$ cat config.mk
export PLATFORM = sky130hd
export DESIGN_NAME = fp_accumulator_flat
export DESIGN_NICKNAME = d
export VERILOG_FILES = /design/src/rtl/fp_accumulator_if.sv /design/src/rtl/fp_accumulator.sv /design/src/flat_wrapper.sv
export SDC_FILE = /design/constraint.sdc
export NUM_CORES = 1
export LEC_CHECK = 0
export ABC_AREA = 1
export BUFFER_PORTS_ARGS = -buffer_cell sky130_fd_sc_hd__buf_2
export CAP_MARGIN = 15
export CORE_MARGIN = 2
export CORE_UTILIZATION = 50
export CTS_CLUSTER_DIAMETER = 200
export CTS_CLUSTER_SIZE = 10
export DETAILED_ROUTE_END_ITERATION = 12
export PLACE_DENSITY = 0.76
export SKIP_CTS_REPAIR_TIMING = 1
export SLEW_MARGIN = 5
export SYNTH_ARGS = -nofsm -noshare
export SYNTH_HDL_FRONTEND = slang
export SYNTH_SLANG_ARGS = --single-unit
$ cat constraint.sdc
create_clock -name clk -period 12.8 [get_ports clk]
set_input_delay 0.64 -clock clk [delete_from_list [all_inputs] [get_ports clk]]
set_output_delay 0.64 -clock clk [all_outputs]
set_load 0.02 [all_outputs]
$ cat src/rtl/fp_accumulator_if.sv
// Term/result handshake bundle for the floating-point group accumulator.
// master: the upstream producer plus downstream consumer (the environment).
// slave : the accumulator itself.
interface fp_accumulator_if;
  logic        in_valid;
  logic        in_ready;
  logic [31:0] in_data;
  logic        in_last;
  logic        out_valid;
  logic        out_ready;
  logic [31:0] out_data;

  modport master (
    output in_valid, in_data, in_last, out_ready,
    input  in_ready, out_valid, out_data
  );

  modport slave (
    input  in_valid, in_data, in_last, out_ready,
    output in_ready, out_valid, out_data
  );
endinterface

$ cat src/rtl/fp_accumulator.sv
// Multi-cycle IEEE-754 single-precision group accumulator.
// One term is folded into acc every five cycles through the
// IDLE -> ALIGN -> ADD -> NORM -> ROUND sequence; a term flagged last
// parks the finished sum in OUT until the consumer takes it.
// Denormals are flushed to zero; rounding is nearest, ties to even.
module fp_accumulator (
  input  logic           clk,
  input  logic           rst,
  fp_accumulator_if.slave bus
);

  localparam logic [2:0] S_IDLE  = 3'd0;
  localparam logic [2:0] S_ALIGN = 3'd1;
  localparam logic [2:0] S_ADD   = 3'd2;
  localparam logic [2:0] S_NORM  = 3'd3;
  localparam logic [2:0] S_ROUND = 3'd4;
  localparam logic [2:0] S_OUT   = 3'd5;

  localparam logic [31:0] QNAN = 32'h7FC0_0000;

  // ---------------------------------------------------------------------
  // Control state and handshakes
  // ---------------------------------------------------------------------
  logic [2:0]  state_q, state_d;
  logic        rdy_q;            // low while in reset, high from the first edge after
  logic [31:0] acc_q, acc_d;
  logic [31:0] term_q;
  logic        last_q;
  logic        take;
  logic        out_fire;
  logic [31:0] round_res;

  assign bus.in_ready  = rdy_q && (state_q == S_IDLE);
  assign take          = bus.in_valid && bus.in_ready;
  assign bus.out_valid = (state_q == S_OUT);
  assign bus.out_data  = (state_q == S_OUT) ? acc_q : 32'h0;
  assign out_fire      = bus.out_valid && bus.out_ready;

  // Next-state selection for the accumulate sequence.
  always_comb begin
    // NOTE: every combinationally assigned signal gets a default first so no latch is inferred.
    state_d = state_q;
    case (state_q)
      S_IDLE:  if (take) state_d = S_ALIGN;
      S_ALIGN: state_d = S_ADD;
      S_ADD:   state_d = S_NORM;
      S_NORM:  state_d = S_ROUND;
      S_ROUND: state_d = last_q ? S_OUT : S_IDLE;
      S_OUT:   if (out_fire) state_d = S_IDLE;
      default: state_d = S_IDLE;
    endcase
  end

  // Accumulator update: load the rounded sum, clear once a group is handed off.
  always_comb begin
    acc_d = acc_q;
    if (state_q == S_ROUND) acc_d = round_res;
    else if (out_fire)      acc_d = 32'h0;
  end

  // Control registers, term capture and accumulator.
  always_ff @(posedge clk or posedge rst) begin
    if (rst) begin
      state_q <= S_IDLE;
      rdy_q   <= 1'b0;
      acc_q   <= 32'h0;
      term_q  <= 32'h0;
      last_q  <= 1'b0;
    end else begin
      // NOTE: sequential state uses non-blocking assignments so every register samples pre-edge values.
      state_q <= state_d;
      rdy_q   <= 1'b1;
      acc_q   <= acc_d;
      if (take) begin
        term_q <= bus.in_data;
        last_q <= bus.in_last;
      end
    end
  end

  // ---------------------------------------------------------------------
  // ALIGN: unpack, classify, order by magnitude, shift the smaller operand
  // ---------------------------------------------------------------------
  logic        sa, sb;
  logic [7:0]  ea, eb;
  logic [22:0] ma, mb;
  assign {sa, ea, ma} = acc_q;
  assign {sb, eb, mb} = term_q;

  logic        a_zero, b_zero, a_inf, b_inf, a_nan, b_nan;
  logic [23:0] sig_a, sig_b;
  logic        a_ge_b;
  assign a_zero = (ea == 8'h00);
  assign b_zero = (eb == 8'h00);
  assign a_inf  = (ea == 8'hFF) && (ma == 23'h0);
  assign b_inf  = (eb == 8'hFF) && (mb == 23'h0);
  assign a_nan  = (ea == 8'hFF) && (ma != 23'h0);
  assign b_nan  = (eb == 8'hFF) && (mb != 23'h0);
  assign sig_a  = a_zero ? 24'h0 : {1'b1, ma};
  assign sig_b  = b_zero ? 24'h0 : {1'b1, mb};
  assign a_ge_b = {ea, sig_a} >= {eb, sig_b};

  logic        big_sign_w;
  logic [7:0]  big_exp_w, small_exp_w, diff_w;
  logic [23:0] big_sig_w, small_sig_w;
  logic [26:0] small_ext_w, small_sh_w, lost_mask_w;
  assign big_sign_w  = a_ge_b ? sa : sb;
  assign big_exp_w   = a_ge_b ? ea : eb;
  assign small_exp_w = a_ge_b ? eb : ea;
  assign big_sig_w   = a_ge_b ? sig_a : sig_b;
  assign small_sig_w = a_ge_b ? sig_b : sig_a;
  assign diff_w      = big_exp_w - small_exp_w;
  assign small_ext_w = {small_sig_w, 3'b000};

  // Right-shift the smaller significand, folding every lost bit into sticky.
  always_comb begin
    lost_mask_w   = (27'd1 << diff_w[4:0]) - 27'd1;
    small_sh_w    = small_ext_w >> diff_w[4:0];
    small_sh_w[0] = small_sh_w[0] | (|(small_ext_w & lost_mask_w));
    if (diff_w >= 8'd26) small_sh_w = {26'h0, |small_sig_w};
  end

  // Special operands bypass the arithmetic and force the result.
  logic        spec_w;
  logic [31:0] spec_val_w;
  always_comb begin
    spec_w     = 1'b0;
    spec_val_w = 32'h0;
    if (a_nan || b_nan || (a_inf && b_inf && (sa != sb))) begin
      spec_w     = 1'b1;
      spec_val_w = QNAN;
    end else if (a_inf) begin
      spec_w     = 1'b1;
      spec_val_w = {sa, 8'hFF, 23'h0};
    end else if (b_inf) begin
      spec_w     = 1'b1;
      spec_val_w = {sb, 8'hFF, 23'h0};
    end else if (a_zero && b_zero) begin
      spec_w     = 1'b1;
      spec_val_w = {sa & sb, 31'h0};
    end
  end

  logic        al_sign_q, al_sub_q, al_spec_q;
  logic [7:0]  al_exp_q;
  logic [26:0] al_big_q, al_small_q;
  logic [31:0] al_spec_val_q;

  // ALIGN stage register; held until the next term reaches ALIGN.
  always_ff @(posedge clk or posedge rst) begin
    if (rst) begin
      al_sign_q     <= 1'b0;
      al_sub_q      <= 1'b0;
      al_spec_q     <= 1'b0;
      al_exp_q      <= 8'h0;
      al_big_q      <= 27'h0;
      al_small_q    <= 27'h0;
      al_spec_val_q <= 32'h0;
    end else if (state_q == S_ALIGN) begin
      al_sign_q     <= big_sign_w;
      al_sub_q      <= sa ^ sb;
      al_spec_q     <= spec_w;
      al_exp_q      <= big_exp_w;
      al_big_q      <= {big_sig_w, 3'b000};
      al_small_q    <= small_sh_w;
      al_spec_val_q <= spec_val_w;
    end
  end

  // ---------------------------------------------------------------------
  // ADD: magnitude add or subtract (larger minus smaller, never negative)
  // ---------------------------------------------------------------------
  logic [27:0] ad_sum_q;

  // ADD stage register.
  always_ff @(posedge clk or posedge rst) begin
    if (rst) begin
      ad_sum_q <= 28'h0;
    end else if (state_q == S_ADD) begin
      ad_sum_q <= al_sub_q ? ({1'b0, al_big_q} - {1'b0, al_small_q})
                           : ({1'b0, al_big_q} + {1'b0, al_small_q});
    end
  end

  // ---------------------------------------------------------------------
  // NORM: fix a carry-out or strip leading zeros
  // ---------------------------------------------------------------------
  function automatic logic [4:0] lzc27(input logic [26:0] v);
    lzc27 = 5'd0;
    for (int i = 0; i < 27; i++) begin
      if (v[i]) lzc27 = 5'(26 - i);
    end
  endfunction

  logic [4:0]        lz_w;
  logic [26:0]       nm_sig_d, nm_sig_q;
  logic signed [9:0] nm_exp_d, nm_exp_q;
  logic              nm_zero_d, nm_zero_q;

  // Normalise the raw sum so bit 26 holds the hidden one.
  always_comb begin
    lz_w      = lzc27(ad_sum_q[26:0]);
    nm_zero_d = (ad_sum_q == 28'h0);
    nm_sig_d  = ad_sum_q[26:0] << lz_w;
    nm_exp_d  = $signed({2'b00, al_exp_q}) - $signed({5'b00000, lz_w});
    if (ad_sum_q[27]) begin
      nm_sig_d = {ad_sum_q[27:2], ad_sum_q[1] | ad_sum_q[0]};
      nm_exp_d = $signed({2'b00, al_exp_q}) + 10'sd1;
    end
  end

  // NORM stage register.
  always_ff @(posedge clk or posedge rst) begin
    if (rst) begin
      nm_sig_q  <= 27'h0;
      nm_exp_q  <= 10'sd0;
      nm_zero_q <= 1'b0;
    end else if (state_q == S_NORM) begin
      nm_sig_q  <= nm_sig_d;
      nm_exp_q  <= nm_exp_d;
      nm_zero_q <= nm_zero_d;
    end
  end

  // ---------------------------------------------------------------------
  // ROUND: nearest-even, then range checks and packing
  // ---------------------------------------------------------------------
  logic [23:0]       rn_mant_w;
  logic              rn_up_w;
  logic [24:0]       rn_sum_w;
  logic signed [9:0] rn_exp_w;
  logic [22:0]       rn_frac_w;

  assign rn_mant_w = nm_sig_q[26:3];
  assign rn_up_w   = nm_sig_q[2] & (nm_sig_q[1] | nm_sig_q[0] | rn_mant_w[0]);
  assign rn_sum_w  = {1'b0, rn_mant_w} + {24'h0, rn_up_w};

  // Round, renormalise on carry, and select the packed result.
  always_comb begin
    rn_exp_w  = nm_exp_q;
    rn_frac_w = rn_sum_w[22:0];
    if (rn_sum_w[24]) begin
      rn_exp_w  = nm_exp_q + 10'sd1;
      rn_frac_w = rn_sum_w[23:1];
    end
    if (al_spec_q)                round_res = al_spec_val_q;
    else if (nm_zero_q)           round_res = 32'h0;
    else if (rn_exp_w < 10'sd1)   round_res = {al_sign_q, 31'h0};
    else if (rn_exp_w >= 10'sd255) round_res = {al_sign_q, 8'hFF, 23'h0};
    else                          round_res = {al_sign_q, rn_exp_w[7:0], rn_frac_w};
  end

endmodule

$ cat src/flat_wrapper.sv
// flat-port wrapper written by rule: the top's interface ports become plain ports
module fp_accumulator_flat 
  (clk, rst, bus_in_valid, bus_in_data, bus_in_last, bus_out_ready, bus_in_ready, bus_out_valid, bus_out_data);
  fp_accumulator_if bus_i ();
  input  logic clk;
  input  logic rst;
  input wire logic [$bits(bus_i.in_valid)-1:0] bus_in_valid;
  input wire logic [$bits(bus_i.in_data)-1:0] bus_in_data;
  input wire logic [$bits(bus_i.in_last)-1:0] bus_in_last;
  input wire logic [$bits(bus_i.out_ready)-1:0] bus_out_ready;
  output wire logic [$bits(bus_i.in_ready)-1:0] bus_in_ready;
  output wire logic [$bits(bus_i.out_valid)-1:0] bus_out_valid;
  output wire logic [$bits(bus_i.out_data)-1:0] bus_out_data;
  assign bus_i.in_valid = bus_in_valid;
  assign bus_i.in_data = bus_in_data;
  assign bus_i.in_last = bus_in_last;
  assign bus_i.out_ready = bus_out_ready;
  assign bus_in_ready = bus_i.in_ready;
  assign bus_out_valid = bus_i.out_valid;
  assign bus_out_data = bus_i.out_data;
  fp_accumulator u_core (.clk(clk), .rst(rst), .bus(bus_i));
endmodule
-- Word-level counts from Yosys, hierarchy flattened
Index checks and enable logic that the tools add are counted.
- word-level logic and storage cells: 132
- bits in registers: 229
- bits in latches: 0
- RAM bits: 0
- output and inout port bits: 34
- memory bits (read-only): 0
- input bits: 37
- memories kept: 0
- bitwise logic cells: 8
- shift-type cells: 3
- $lt $le $gt $ge: 4
- eq/ne operators: 10
- add/subtract/negate cells: 8
- muxes and demuxes: 59
- divide/modulo/power cells: 0
- multipliers: 0
- reduce and logical (&&, ||, !) cells: 24
- operators with widths (kind ; count):
    $mux W32 ; 9
    $mux W5 ; 27
    $mux W24 ; 4
    $mux W31 ; 2
    $mux W27 ; 2
    $logic_not A23 Y1 ; 2
    $reduce_bool A23 Y1 ; 2
    $ge A32 B32 Y1 ; 1
    $add A27 B27 Y28 ; 1
    $logic_not A28 Y1 ; 1
    $mux W28 ; 1
    $sub A27 B27 Y28 ; 1
    $and A27 B27 Y27 ; 1
    $reduce_or A27 Y1 ; 1
    $shl A1 B5 Y27 const A ; 1
    $shl A27 B5 Y27 ; 1
    $shr A27 B5 Y27 ; 1
    $sub A27 B1 Y27 const B ; 1
    $add A24 B1 Y25 ; 1
    $reduce_or A24 Y1 ; 1
    $mux W23 ; 1
    $mux W10 ; 2
    $pmux W3 S6 ; 1
    $eq A8 B8 Y1 const B ; 2
    other kinds (25) ; 49

-- Logic depth before layout (Yosys ltp)
Gate-level depths: netlist of the first run.
- depth after elaboration: 29
- gate-level depth with buffers: 41
- depth with buffers taken out: 40

-- Worst setup path before layout of the first run
No wires, ideal clock.
- kind: reg2reg
- from: reg u_core.acc_q[24]
- to: reg u_core.al_small_q[0]
- slack: 8568 ps
- data arrival time: 4115 ps
- stages on the path, launching flop included: 30
- library setup time: 117 ps
- path buffers: 1
- cell sequence: dfrtp_1 > inv_1 > nand4_1 > nor2_1 > clkbuf_1 > inv_1 > ha_1 > a21oi_1 > o21a_1 > nand2_1 > a21oi_2 > nand2_4 > nand2_1 > nand3_1 > ha_1 > clkinv_1 > nand2_1 > nor2_2 > o21ai_2 > nand2_1 > nor2_4 > nand3_1 > nand3_1 > nand2_1 > nor2_1 > nand2_1 > nor2_1 > nand3_1 > nand2_1 > nand2_1
- cells in the longest elaborated chain, start to end: 11
- elaborated cells on any way between the ends: 16
- RTL lines (element ; line ; text):
    start, declared ; fp_accumulator.sv:26 ; logic [31:0] acc_q, acc_d;
    start signal, assigned ; fp_accumulator.sv:66 ; acc_q <= 32'h0;
    start signal, assigned ; fp_accumulator.sv:73 ; acc_q <= acc_d;
    $logic_not A8 Y1 ; fp_accumulator.sv:93 ; assign a_zero = (ea == 8'h00);
    $mux W24 ; fp_accumulator.sv:99 ; assign sig_a = a_zero ? 24'h0 : {1'b1, ma};
    $ge A32 B32 Y1 ; fp_accumulator.sv:101 ; assign a_ge_b = {ea, sig_a} >= {eb, sig_b};
    $mux W8, on equally long branches ; fp_accumulator.sv:108, fp_accumulator.sv:109 ;
    $sub A8 B8 Y8 ; fp_accumulator.sv:112 ; assign diff_w = big_exp_w - small_exp_w;
    $shl A1 B5 Y27 ; fp_accumulator.sv:117 ; lost_mask_w = (27'd1 << diff_w[4:0]) - 27'd1;
    $sub A27 B1 Y27 ; fp_accumulator.sv:117 ;
    $and A27 B27 Y27 ; fp_accumulator.sv:119 ; small_sh_w[0] = small_sh_w[0] | (|(small_ext_w & lost_mask_w));
    $reduce_or A27 Y1 ; fp_accumulator.sv:119 ;
    $or A1 B1 Y1 ; fp_accumulator.sv:119 ;
    $mux W27 (*) ; fp_accumulator.sv:120 ; if (diff_w >= 8'd26) small_sh_w = {26'h0, |small_sig_w};
    end signal, assigned ; fp_accumulator.sv:165 ; al_small_q <= small_sh_w;
    end, declared ; fp_accumulator.sv:146 ; logic [26:0] al_big_q, al_small_q;
Mark *: on every way between the ends. The rest lies on a longest branch, timed or not.
A chain may end at the register's enable or synchronous reset.

-- Worst setup path after layout of the first run
- from: reg u_core.term_q[29]
- to: reg u_core.al_small_q[0]
- cells in the longest elaborated chain, start to end: 11
- elaborated cells on any way between the ends: 16
- RTL lines (element ; line ; text):
    start, declared ; fp_accumulator.sv:27 ; logic [31:0] term_q;
    start signal, assigned ; fp_accumulator.sv:75 ; term_q <= bus.in_data;
    $logic_not A8 Y1 ; fp_accumulator.sv:94 ; assign b_zero = (eb == 8'h00);
    $mux W24 ; fp_accumulator.sv:100 ; assign sig_b = b_zero ? 24'h0 : {1'b1, mb};
    $ge A32 B32 Y1 ; fp_accumulator.sv:101 ;
    $mux W8, on equally long branches ; fp_accumulator.sv:108, fp_accumulator.sv:109 ;
    $sub A8 B8 Y8 ; fp_accumulator.sv:112 ;
    $shl A1 B5 Y27 ; fp_accumulator.sv:117 ;
    $sub A27 B1 Y27 ; fp_accumulator.sv:117 ;
    $and A27 B27 Y27 ; fp_accumulator.sv:119 ;
    $reduce_or A27 Y1 ; fp_accumulator.sv:119 ;
    $or A1 B1 Y1 ; fp_accumulator.sv:119 ;
    $mux W27 (*) ; fp_accumulator.sv:120 ;
Marked as above.

==> out/results.txt, run 1 <==
Crit end category: flip-flop
Gate Count Post-Synth: 2576
Antenna-violating nets left: 0
Vias in the first global route: 16300
Remaining DRCs: 0
DRT iter0 DRCs: 2030
Reg2Reg Depth: 31
Outcome: complete, no violations
Max-cap viol count: 0
Die Y: 188 um
Library cell with the largest summed area after synthesis: dfrtp_1
Initial Util: 0.505
Sequential area share after synthesis: 0.296
Async SR Flop Fraction: 1.00
Syn. warnings: 0
Worst-Skew Late Latency: 0.45 ns
Vias: 17800
Most numerous cell in the Yosys netlist: nand2_1
Final Routed Wirelength: 57800 um
Post-synth EDFFs: 0
Avg Cell Area, Syn: 6.56 um2
Area grow syn2layout: 6.99%
Gpl congestion: 1.02
Synthesized flop and latch total: 200
Max Clock Freq: 149 MHz
TritonRoute pass-1 iters: 7
Fin crit share: 0.525
Post-Syn Area: 16900 um2
Commonest cells post-synth: nand2_1, o21ai_0, inv_1, nor2_1, nand3_1
Num rows: 67
Core Box Area: 33400 um2
Die width: 188 um
Crit-path slowest cell: ha_1
Final Max Tran Viols: 0
Clk root buf: clkbuf_16
Hold_ws: 0.230 ns
CP Class: reg -> reg
Final Cell Area: 18100 um2
Ant. Diodes: 0
Total grt overflow: 0
Max_slew headroom: 0.358
Placed Area: 17500 um2
Die area: 35300 um2
Worst-Margin Slew: 0.952 ns
Library cells used by synthesis: 65
First-pass GRT wire length: 90900 um
Synth top area share: 0.296
Total track usage: 0.326
Final net count: 2699
RSZ-0062 raised after global routing: no
Total CTS buffers: 17
Antenna violations before repair: 0
CP Data Required Time: 13.15 ns
Period minus WS final: 6.71 ns
Top_reg_cell synth: dfrtp_1
TritonCTS clock tree: built
Setup TNS: 0 ns
Max FO, Critical Path: 62
Hold Path Class: in -> async
H-tree depth: 4
Kind of start point of the critical path: flip-flop
Largest net degree at the start of global routing: 81
Drt wl/cell: 19.1 um
Io pins: 71
Area contributors post-synth: dfrtp_1, nand2_1, o21ai_0
Final HPWL DP: 44300 um
Worst r2r dst: u_core.al_small_q[0]
Reg2reg setup slack: 6.09 ns
Endpoints failing setup: 0
Layout Skew: 0.0123 ns
Worst-path clk slew: 0.08 ns
CP Launch Point: u_core.term_q[29]
Max Buffers Root-to-Sink: 2
Critical Path Most Common Cell: nand2_1
I/O Buffers: 70
Clock sink count: 200
Crit-path max cell delay: 0.88 ns
Hold Violations, Final: 0
Filler Cells Inserted: 3293
Worst r2r src: u_core.term_q[29]
Final Util: 0.541
Worst Path Arrival: 7.06 ns
Syn Nets: 2708
Vias per inst: 5.89
Layout cells sized above 1: 0.0783
-- stage by stage --
step | setup slack [ns] | std cells
2_1_floorplan | 6.71 | 2576
3_3_place_gp | 5.81 | 2995
3_5_place_dp | 5.56 | 2995
4_1_cts | 5.53 | 3027
5_1_grt | 5.35 | 3028
6_report | 6.09 | 3028
-- final cells by class --
type                       instances  area, um2  area share
sequential                       200       5000       0.277
tap                              448        561      0.0310
timing repair buffer              92        536      0.0296
clock buffer                      19        433      0.0239
inverter                         275       1040      0.0575
multi-input combinational       1981      10400       0.574
clock inverter                    13        135     0.00747
-- flip-flops by register name (all words and copies together) (netlist names) --
| signal | flops |
|---|---|
| u_core.acc_q | 32 |
| u_core.term_q | 32 |
| u_core.ad_sum_q | 28 |
| u_core.al_small_q | 27 |
| u_core.nm_sig_q | 27 |
| u_core.al_big_q | 24 |
| u_core.nm_exp_q | 10 |
| u_core.al_exp_q | 8 |
| u_core.al_spec_val_q | 3 |
| u_core.state_q | 3 |
| u_core.al_sign_q | 1 |
| u_core.al_spec_q | 1 |
| u_core.al_sub_q | 1 |
| u_core.last_q | 1 |
| u_core.nm_zero_q | 1 |
| u_core.rdy_q | 1 |
-- placed cells by master, fill, tap and decap left out, types with 6 or more instances in the layout --
cell         n
nor2_1     211
nor2_4       8
o22ai_1     24
dfrtp_1    200
o32ai_1     10
nand2_1    704
xnor2_1      9
a31oi_1     11
nor3_2       7
clkbuf_16   17
o21ai_0    289
xor2_1      45
nand3_2      6
nor3_1      19
nand2_2     14
a21oi_1    143
a21boi_0     8
nand4_1     36
o22ai_2     10
buf_4       21
mux2i_1      8
inv_2       13
o21ai_1     12
o211ai_1    16
inv_1      254
buf_2       70
ha_1        93
nor4_1      15
a22oi_1      6
clkinv_1     7
nand3_1    210
-- metal layers --
metal,GRT usage,share of wire
met1,0.453,0.44
met2,0.512,0.45
met4,0.128,0.038
met5,0,0
met3,0.0500,0.077
-- cells by family (layout without fill, tap and decap cells) --
logic type      count (synthesis)  in the layout  share of synthesized area
flops                         200            200                      0.296
xor+xnor                       54             54                     0.0280
simple gates                 1254           1254                      0.319
buf+inv                       395            399                     0.0909
other cells                     1              1                   0.000222
fa+ha+maj                      95             95                     0.0712
compound gates                569            569                      0.190
mux                             8              8                    0.00474
-- critical path: cells and delay by family, from the launching register on --
family                   cells  cell delay [ns]
buffers and inverters        4             1.54
AO/OA/AOI/OAI                4             0.59
flip-flops                   1             0.38
AND/OR/NAND/NOR             21             2.91
adder cells (fa/ha/maj)      2             1.14
-- worst max-delay path by stage --
stage                            to  depth (start not counted)  slack, ns
2_1_floorplan       u_core.acc_q[0]                          1       6.71
3_3_place_gp   u_core.al_small_q[0]                         34       5.81
3_5_place_dp   u_core.al_small_q[0]                         34       5.56
4_1_cts        u_core.al_small_q[0]                         34       5.53
5_1_grt        u_core.al_small_q[0]                         35       5.35
6_report       u_core.al_small_q[0]                         31       6.09
Power of run 1 is left out: the tool's default activity adds up to more than one toggle a clock period on the data nets, which glitch-free logic cannot reach.
==> inputs of run 2 (changes only) <==
--- a/config.mk
+++ b/config.mk
@@ -5,7 +5,7 @@
 export SDC_FILE = /design/constraint.sdc
 export NUM_CORES = 1
 export LEC_CHECK = 0
-export ABC_AREA = 1
+export ABC_AREA = 0
 export BUFFER_PORTS_ARGS = -buffer_cell sky130_fd_sc_hd__buf_2
 export CAP_MARGIN = 15
 export CORE_MARGIN = 2
@@ -13,7 +13,7 @@
 export CTS_CLUSTER_DIAMETER = 200
 export CTS_CLUSTER_SIZE = 10
 export DETAILED_ROUTE_END_ITERATION = 12
-export PLACE_DENSITY = 0.76
+export PLACE_DENSITY = 0.78
 export SKIP_CTS_REPAIR_TIMING = 1
 export SLEW_MARGIN = 5
 export SYNTH_ARGS = -nofsm -noshare
==> constraint.sdc (replaced) <==
create_clock -name clk -period 5.61 [get_ports clk]
set_input_delay 0.2805 -clock clk [delete_from_list [all_inputs] [get_ports clk]]
set_output_delay 0.2805 -clock clk [all_outputs]
set_load 0.02 [all_outputs]
==> run 2 against run 1 <==
  * Critical path depth decreased by 7
  * Count of clock-buffer cells in the layout decreased by 2
  * Non-clock buffer count increased by 61
  * Maximum frequency increased by 20%
  * Flip-flop and latch count unchanged
  * Register-to-register slack got worse by 6.1 ns
  * Utilization increased by 1.8 points
  * Synthesized cell count decreased by 16%
  * Die area decreased by 0.29%
  * Critical path type unchanged
  * Largest cell class unchanged
==> out/results.txt, run 2 <==
Remaining DRCs: 0 (unchanged)
Fin crit share: 0.997 (was 0.525)
CP Data Required Time: 5.94 ns (was 13.15 ns)
Die area: 35200 um2 (was 35300 um2)
Worst-path clk slew: 0.09 ns (was 0.08 ns)
First-pass GRT wire length: 90900 um (about the same)
Critical Path Most Common Cell: a21oi_1 (was nand2_1)
Outcome: complete, no violations (unchanged)
Library cell with the largest summed area after synthesis: dfrtp_1 (unchanged)
Layout Skew: 0.0265 ns (was 0.0123 ns)
Worst r2r src: u_core.acc_q[27] (was u_core.term_q[29])
Max Clock Freq: 179 MHz (was 149 MHz)
Max-cap viol count: 0 (unchanged)
Area grow syn2layout: 10.6% (was 6.99%)
Final Routed Wirelength: 58200 um (was 57800 um)
Most frequent cells in the layout: nand2_1, nor2_1, dfrtp_1, o21ai_0, a21oi_1 (was nand2_1, o21ai_0, inv_1, nor2_1, nand3_1)
Antenna violations before repair: 0 (unchanged)
Largest net degree at the start of global routing: 157 (was 81)
Drt wl/cell: 22.0 um (was 19.1 um)
Final HPWL DP: 44400 um (was 44300 um)
Worst Path Arrival: 5.93 ns (was 7.06 ns)
Avg Cell Area, Syn: 7.82 um2 (was 6.56 um2)
Final net count: 2319 (was 2699)
Num rows: 67 (unchanged)
Die width: 188 um (about the same)
Max Buffers Root-to-Sink: 2 (unchanged)
Non-Filler Instances: 2648 (was 3028)
Vias: 17000 (was 17800)
Total grt overflow: 0 (unchanged)
Area contributors post-synth: dfrtp_1, ha_1, nand2_1 (was dfrtp_1, nand2_1, o21ai_0)
Gpl congestion: 1.03 (was 1.02)
Async SR Flop Fraction: 1.00 (unchanged)
Clk root buf: clkbuf_16 (unchanged)
Post-Syn Area: 16900 um2 (about the same)
Crit-path max cell delay: 0.43 ns (was 0.88 ns)
Regs by FF count: u_core.acc_q (32), u_core.term_q (32), u_core.ad_sum_q (28) (unchanged)
Reg2reg setup slack: 0.02 ns (was 6.09 ns)
Top_reg_cell synth: dfrtp_1 (unchanged)
Period minus WS final: 5.59 ns (was 6.71 ns)
Layout cells sized above 1: 0.127 (was 0.0783)
Hold Path Class: in -> async (unchanged)
Worst-Margin Slew: 0.996 ns (was 0.952 ns)
Cells after DPL: 2615 (was 2995)
Gate Count Post-Synth: 2154 (was 2576)
Total CTS buffers: 17 (unchanged)
Max FO, Critical Path: 27 (was 62)
Synthesized flop and latch total: 200 (unchanged)
Final Cell Area: 18600 um2 (was 18100 um2)
Final Util: 0.559 (was 0.541)
Commonest cells post-synth: nand2_1, nor2_1, dfrtp_1, o21ai_0, a21oi_1 (was nand2_1, o21ai_0, inv_1, nor2_1, nand3_1)
Kind of start point of the critical path: flip-flop (unchanged)
Post-synth EDFFs: 0 (unchanged)
Die Y: 188 um (about the same)
Placed Area: 17900 um2 (was 17500 um2)
Total track usage: 0.326 (about the same)
Crit-path slowest cell: a2111o_1 (was ha_1)
Library cells used by synthesis: 76 (was 65)
Setup TNS: 0 ns (unchanged)
Ant. Diodes: 0 (unchanged)
RSZ-0062 raised after global routing: yes (was no)
Synth top area share: 0.297 (was 0.296)
Endpoints failing setup: 0 (unchanged)
TritonRoute pass-1 iters: 6 (was 7)
Worst-Skew Late Latency: 0.48 ns (was 0.45 ns)
H-tree depth: 4 (unchanged)
Final Max Tran Viols: 0 (unchanged)
Antenna-violating nets left: 0 (unchanged)
Critical-path cell list: nor4_2 > nand2_1 > buf_12 > nand2_1 > inv_1 > ha_1 > a21oi_1 > o21ai_0 > nor3_2 > o21ai_1 > a31oi_4 > nor2_1 > a21oi_1 > ha_2 > nor4_2 > buf_4 > a2bb2oi_1 > o211ai_1 > mux2i_1 > a2111o_1 > o31ai_1 > o2111ai_1 > nor4_1 > a21oi_1
Max_slew headroom: 0.335 (was 0.358)
Core Box Area: 33400 um2 (about the same)
Syn Nets: 2286 (was 2708)
Hold Violations, Final: 0 (unchanged)
Reg2Reg Depth: 24 (was 31)
Initial Util: 0.505 (about the same)
Clock sink count: 200 (unchanged)
Syn. warnings: 0 (unchanged)
Vias per inst: 6.43 (was 5.89)
Vias in the first global route: 15800 (was 16300)
TritonCTS clock tree: built (unchanged)
DRT iter0 DRCs: 1874 (was 2030)
I/O Buffers: 70 (unchanged)
Most common cell after layout, fill and taps aside: nand2_1 (unchanged)
Crit end category: flip-flop (unchanged)
CP Class: reg -> reg (unchanged)
Most numerous cell in the Yosys netlist: nand2_1 (unchanged)
Worst r2r dst: u_core.al_small_q[0] (unchanged)
Io pins: 71 (unchanged)
Sequential area share after synthesis: 0.297 (was 0.296)
run 2: changes by cell type after synthesis, moves of 21 or more:
cell / change
a31oi_1: +21
and3_1: +43
a211oi_1: +21
nand3_1: -159
mux2_2: +57
xnor2_1: +32
mux2i_1: +94
nand2_1: -412
nor3_1: +21
inv_1: -153
o21ai_0: -102
run 2: area by class of cell:
type                            instances  area, um2
Clock inverter                         15        221
Timing Repair Buffer                  153        998
Clock buffer                           17        425
Sequential cell                       200       5000
Tap cell                              448        561
Inverter                              106        404
Fill cell                            3196      14700
Multi-Input combinational cell       1709      11000
run 2: how the worst max path moves through the flow:
stage,from,endpoint,slack [ns],cells after the start
2_1_floorplan,u_core.term_q[23],u_core.al_small_q[0],-0.12,27
3_3_place_gp,u_core.acc_q[27],u_core.al_small_q[0],0.31,23
3_5_place_dp,u_core.acc_q[27],u_core.al_small_q[0],0.16,24
4_1_cts,u_core.acc_q[27],u_core.al_small_q[0],0.13,24
5_1_grt,u_core.acc_q[27],u_core.al_small_q[0],-0.21,24
6_report,u_core.acc_q[27],u_core.al_small_q[0],0.02,24
run 2: stage by stage:
step                setup WS, ns  hold WS, ns
floorplan                 -0.121        0.431
global placement           0.305        0.473
detailed placement         0.161        0.479
CTS                        0.128       0.0291
global route              -0.205       0.0337
finish                    0.0160       0.0231
run 2: metal layers:
metal,GRT usage,wire length [um]
met1,0.436,24100
met2,0.520,26400
met3,0.0455,4540
met4,0.164,3130
met5,0,0
run 2: worst max-delay path, delay by kind of cell (launching register included):
| kind | cells | cell delay [ns] |
|---|---|---|
| AO/OA/AOI/OAI | 11 | 2.14 |
| AND/OR/NAND/NOR | 7 | 1.55 |
| adder cells (fa/ha/maj) | 2 | 0.73 |
| buffers and inverters | 3 | 0.46 |
| flip-flops | 1 | 0.40 |
| multiplexers | 1 | 0.15 |
run 2: kinds of logic after synthesis:
family          after synthesis  synth area share
flops                       200             0.297
other cells                   1          0.000223
xor+xnor                     67            0.0348
buf+inv                     245            0.0557
simple gates                783             0.213
mux                         165             0.107
fa+ha+maj                    95            0.0714
compound gates              598             0.221
Power of run 2 is left out for the same reason.
==> inputs of run 3 (changes only) <==
--- a/config.mk
+++ b/config.mk
@@ -9,11 +9,11 @@
 export BUFFER_PORTS_ARGS = -buffer_cell sky130_fd_sc_hd__buf_2
 export CAP_MARGIN = 15
 export CORE_MARGIN = 2
-export CORE_UTILIZATION = 50
+export CORE_UTILIZATION = 30
 export CTS_CLUSTER_DIAMETER = 200
 export CTS_CLUSTER_SIZE = 10
 export DETAILED_ROUTE_END_ITERATION = 12
-export PLACE_DENSITY = 0.78
+export PLACE_DENSITY = 0.55
 export SKIP_CTS_REPAIR_TIMING = 1
 export SLEW_MARGIN = 5
 export SYNTH_ARGS = -nofsm -noshare
==> run 3 against run 2 <==
  * Global-route usage is 11 points lower
  * Register-to-register slack improved by 0.25 ns
  * Worst setup slack better by 0.25 ns
  * Utilization shrank 21 points
  * Maximum frequency is 4.8% higher
  * Sequential share of layout area down 0.53 points
  * Worst hold slack improved by 0.016 ns
  * Largest cell class unchanged
  * First-iteration DRC count fell by 14%
==> out/results.txt, run 3 (same netlist as run 2, synthesis figures left out) <==
Total grt overflow: 0 (unchanged)
Hold Violations, Final: 0 (unchanged)
Final Util: 0.344 (was 0.559)
Num rows: 86 (was 67)
Core Box Area: 55300 um2 (was 33400 um2)
Die area: 58100 um2 (was 35200 um2)
TritonCTS clock tree: built (unchanged)
Worst-Margin Slew: 1.29 ns (was 0.996 ns)
CP Data Required Time: 5.95 ns (was 5.94 ns)
Gpl congestion: 1.01 (was 1.03)
Vias in the first global route: 15500 (was 15800)
Final setup margin: 0.270 ns (was 0.0160 ns)
Reg2Reg Depth: 23 (was 24)
Pre-CTS setup slack: 0.0727 ns (was 0.161 ns)
Worst-Skew Late Latency: 0.47 ns (was 0.48 ns)
Clock sink count: 200 (unchanged)
Worst-path clk slew: 0.08 ns (was 0.09 ns)
Crit-path max cell delay: 0.39 ns (was 0.43 ns)
Setup TNS: 0 ns (unchanged)
RSZ-0062 raised after global routing: yes (unchanged)
Layout cells sized above 1: 0.127 (about the same)
CP Class: reg -> reg (unchanged)
Clk root buf: clkbuf_16 (unchanged)
Largest net degree at the start of global routing: 170 (was 157)
First-pass GRT wire length: 95200 um (was 90900 um)
Final Max Tran Viols: 0 (unchanged)
WHS Path Cells: 2
Max Clock Freq: 187 MHz (was 179 MHz)
Max FO, Critical Path: 27 (unchanged)
Vias: 16500 (was 17000)
CP Launch Point: u_core.acc_q[27] (unchanged)
Max-cap viol count: 0 (unchanged)
Initial Util: 0.305 (was 0.505)
Final net count: 2323 (was 2319)
I/O Buffers: 70 (unchanged)
Max_slew headroom: 0.130 (was 0.335)
Kind of start point of the critical path: flip-flop (unchanged)
Period minus WS final: 5.34 ns (was 5.59 ns)
Layout Skew: 0.0170 ns (was 0.0265 ns)
DRT iter0 DRCs: 1618 (was 1874)
Final Routed Wirelength: 62400 um (was 58200 um)
TritonRoute pass-1 iters: 5 (was 6)
Endpoints failing setup: 0 (unchanged)
Worst r2r src: u_core.acc_q[27] (unchanged)
Most common cell after layout, fill and taps aside: nand2_1 (unchanged)
Fin crit share: 0.952 (was 0.997)
Critical-path cell list: nor4_1 > nand2_1 > buf_4 > nand2_1 > inv_1 > ha_1 > a21o_1 > a221oi_1 > o31a_1 > o21ai_2 > a31oi_4 > a21oi_1 > ha_1 > a41oi_2 > a31oi_1 > a31o_2 > xnor2_2 > buf_4 > o22ai_1 > a221oi_1 > o2111ai_1 > nor4_1 > a21oi_1 (was nor4_2 > nand2_1 > buf_12 > nand2_1 > inv_1 > ha_1 > a21oi_1 > o21ai_0 > nor3_2 > o21ai_1 > a31oi_4 > nor2_1 > a21oi_1 > ha_2 > nor4_2 > buf_4 > a2bb2oi_1 > o211ai_1 > mux2i_1 > a2111o_1 > o31ai_1 > o2111ai_1 > nor4_1 > a21oi_1)
Area grow syn2layout: 12.8% (was 10.6%)
Drt wl/cell: 21.2 um (was 22.0 um)
Outcome: complete, no violations (unchanged)
Regs by FF count: u_core.acc_q (32), u_core.term_q (32), u_core.ad_sum_q (28) (unchanged)
Crit-path slowest cell: dfrtp_1 (was a2111o_1)
Ant. Diodes: 0 (unchanged)
Die Y: 241 um (was 188 um)
H-tree depth: 4 (unchanged)
Max Buffers Root-to-Sink: 2 (unchanged)
Total track usage: 0.215 (was 0.326)
Worst Path Arrival: 5.68 ns (was 5.93 ns)
Remaining DRCs: 0 (unchanged)
Antenna-violating nets left: 0 (unchanged)
Total CTS buffers: 17 (unchanged)
Antenna violations before repair: 0 (unchanged)
Hold Path Class: in -> reg (was in -> async)
Most frequent cells in the layout: nand2_1, nor2_1, dfrtp_1, o21ai_0, a21oi_1 (unchanged)
Vias per inst: 5.59 (was 6.43)
Die width: 241 um (was 188 um)
Crit end category: flip-flop (unchanged)
Final HPWL DP: 48400 um (was 44400 um)
Io pins: 71 (unchanged)
HP Start: bus_in_data[13]
==> run 3: cell types whose count changed in the layout (fill, tap and decap cells not counted), sizes merged <==
cell	before	now
inv	112	108
buf	153	156
clkinv	8	11
bufinv	0	1
dlygate4sd3	0	1
==> run 3: final cells by class <==
class,instances,area [um2]
clock buffer,17,425
clock inverter,15,204
fill,5898,36300
inverter,106,402
multi-input combinational,1709,11000
sequential,200,5000
tap,748,936
timing repair buffer,157,1030
==> run 3: worst paths after layout <==
kind                                         to  slack [ns]
setup / recovery           u_core.al_small_q[0]        0.27
max in group asynchronous   u_core.ad_sum_q[12]        3.76
hold reg to reg              u_core.nm_sig_q[0]        0.49
setup reg to reg           u_core.al_small_q[0]        0.27
min in group asynchronous    u_core.nm_exp_q[6]        0.48
hold / removal                u_core.term_q[13]        0.04
==> run 3: critical path, delay by kind of cell (launching register included) <==
kind | cells | cell delay (ns)
xor gates and xnor gates | 1 | 0.17
adders and majority gates | 2 | 0.52
and+or+nand+nor | 4 | 0.90
AOI/OAI and AO/OA | 13 | 2.57
DFF | 1 | 0.39
buffers and inverters | 3 | 0.67
==> run 3: metal layers <==
metal | share of wire | GRT usage | vias up
met1 | 0.46 | 0.298 | 7993
met5 | 0 | 0 | -
met3 | 0.057 | 0.0261 | 103
met2 | 0.45 | 0.340 | 557
li1 | - | - | 7842
met4 | 0.034 | 0.0827 | 0
==> run 3: per-stage QoR <==
step	instances	instance area, um2	hold slack (ns)
global route	2952	19000	0.0224
global placement	2919	18300	0.439
CTS	2951	19000	-0.0689
floorplan	2154	16900	0.431
finish	2952	19000	0.0388
detailed placement	2919	18300	0.450
Power of run 3 is left out for the same reason.
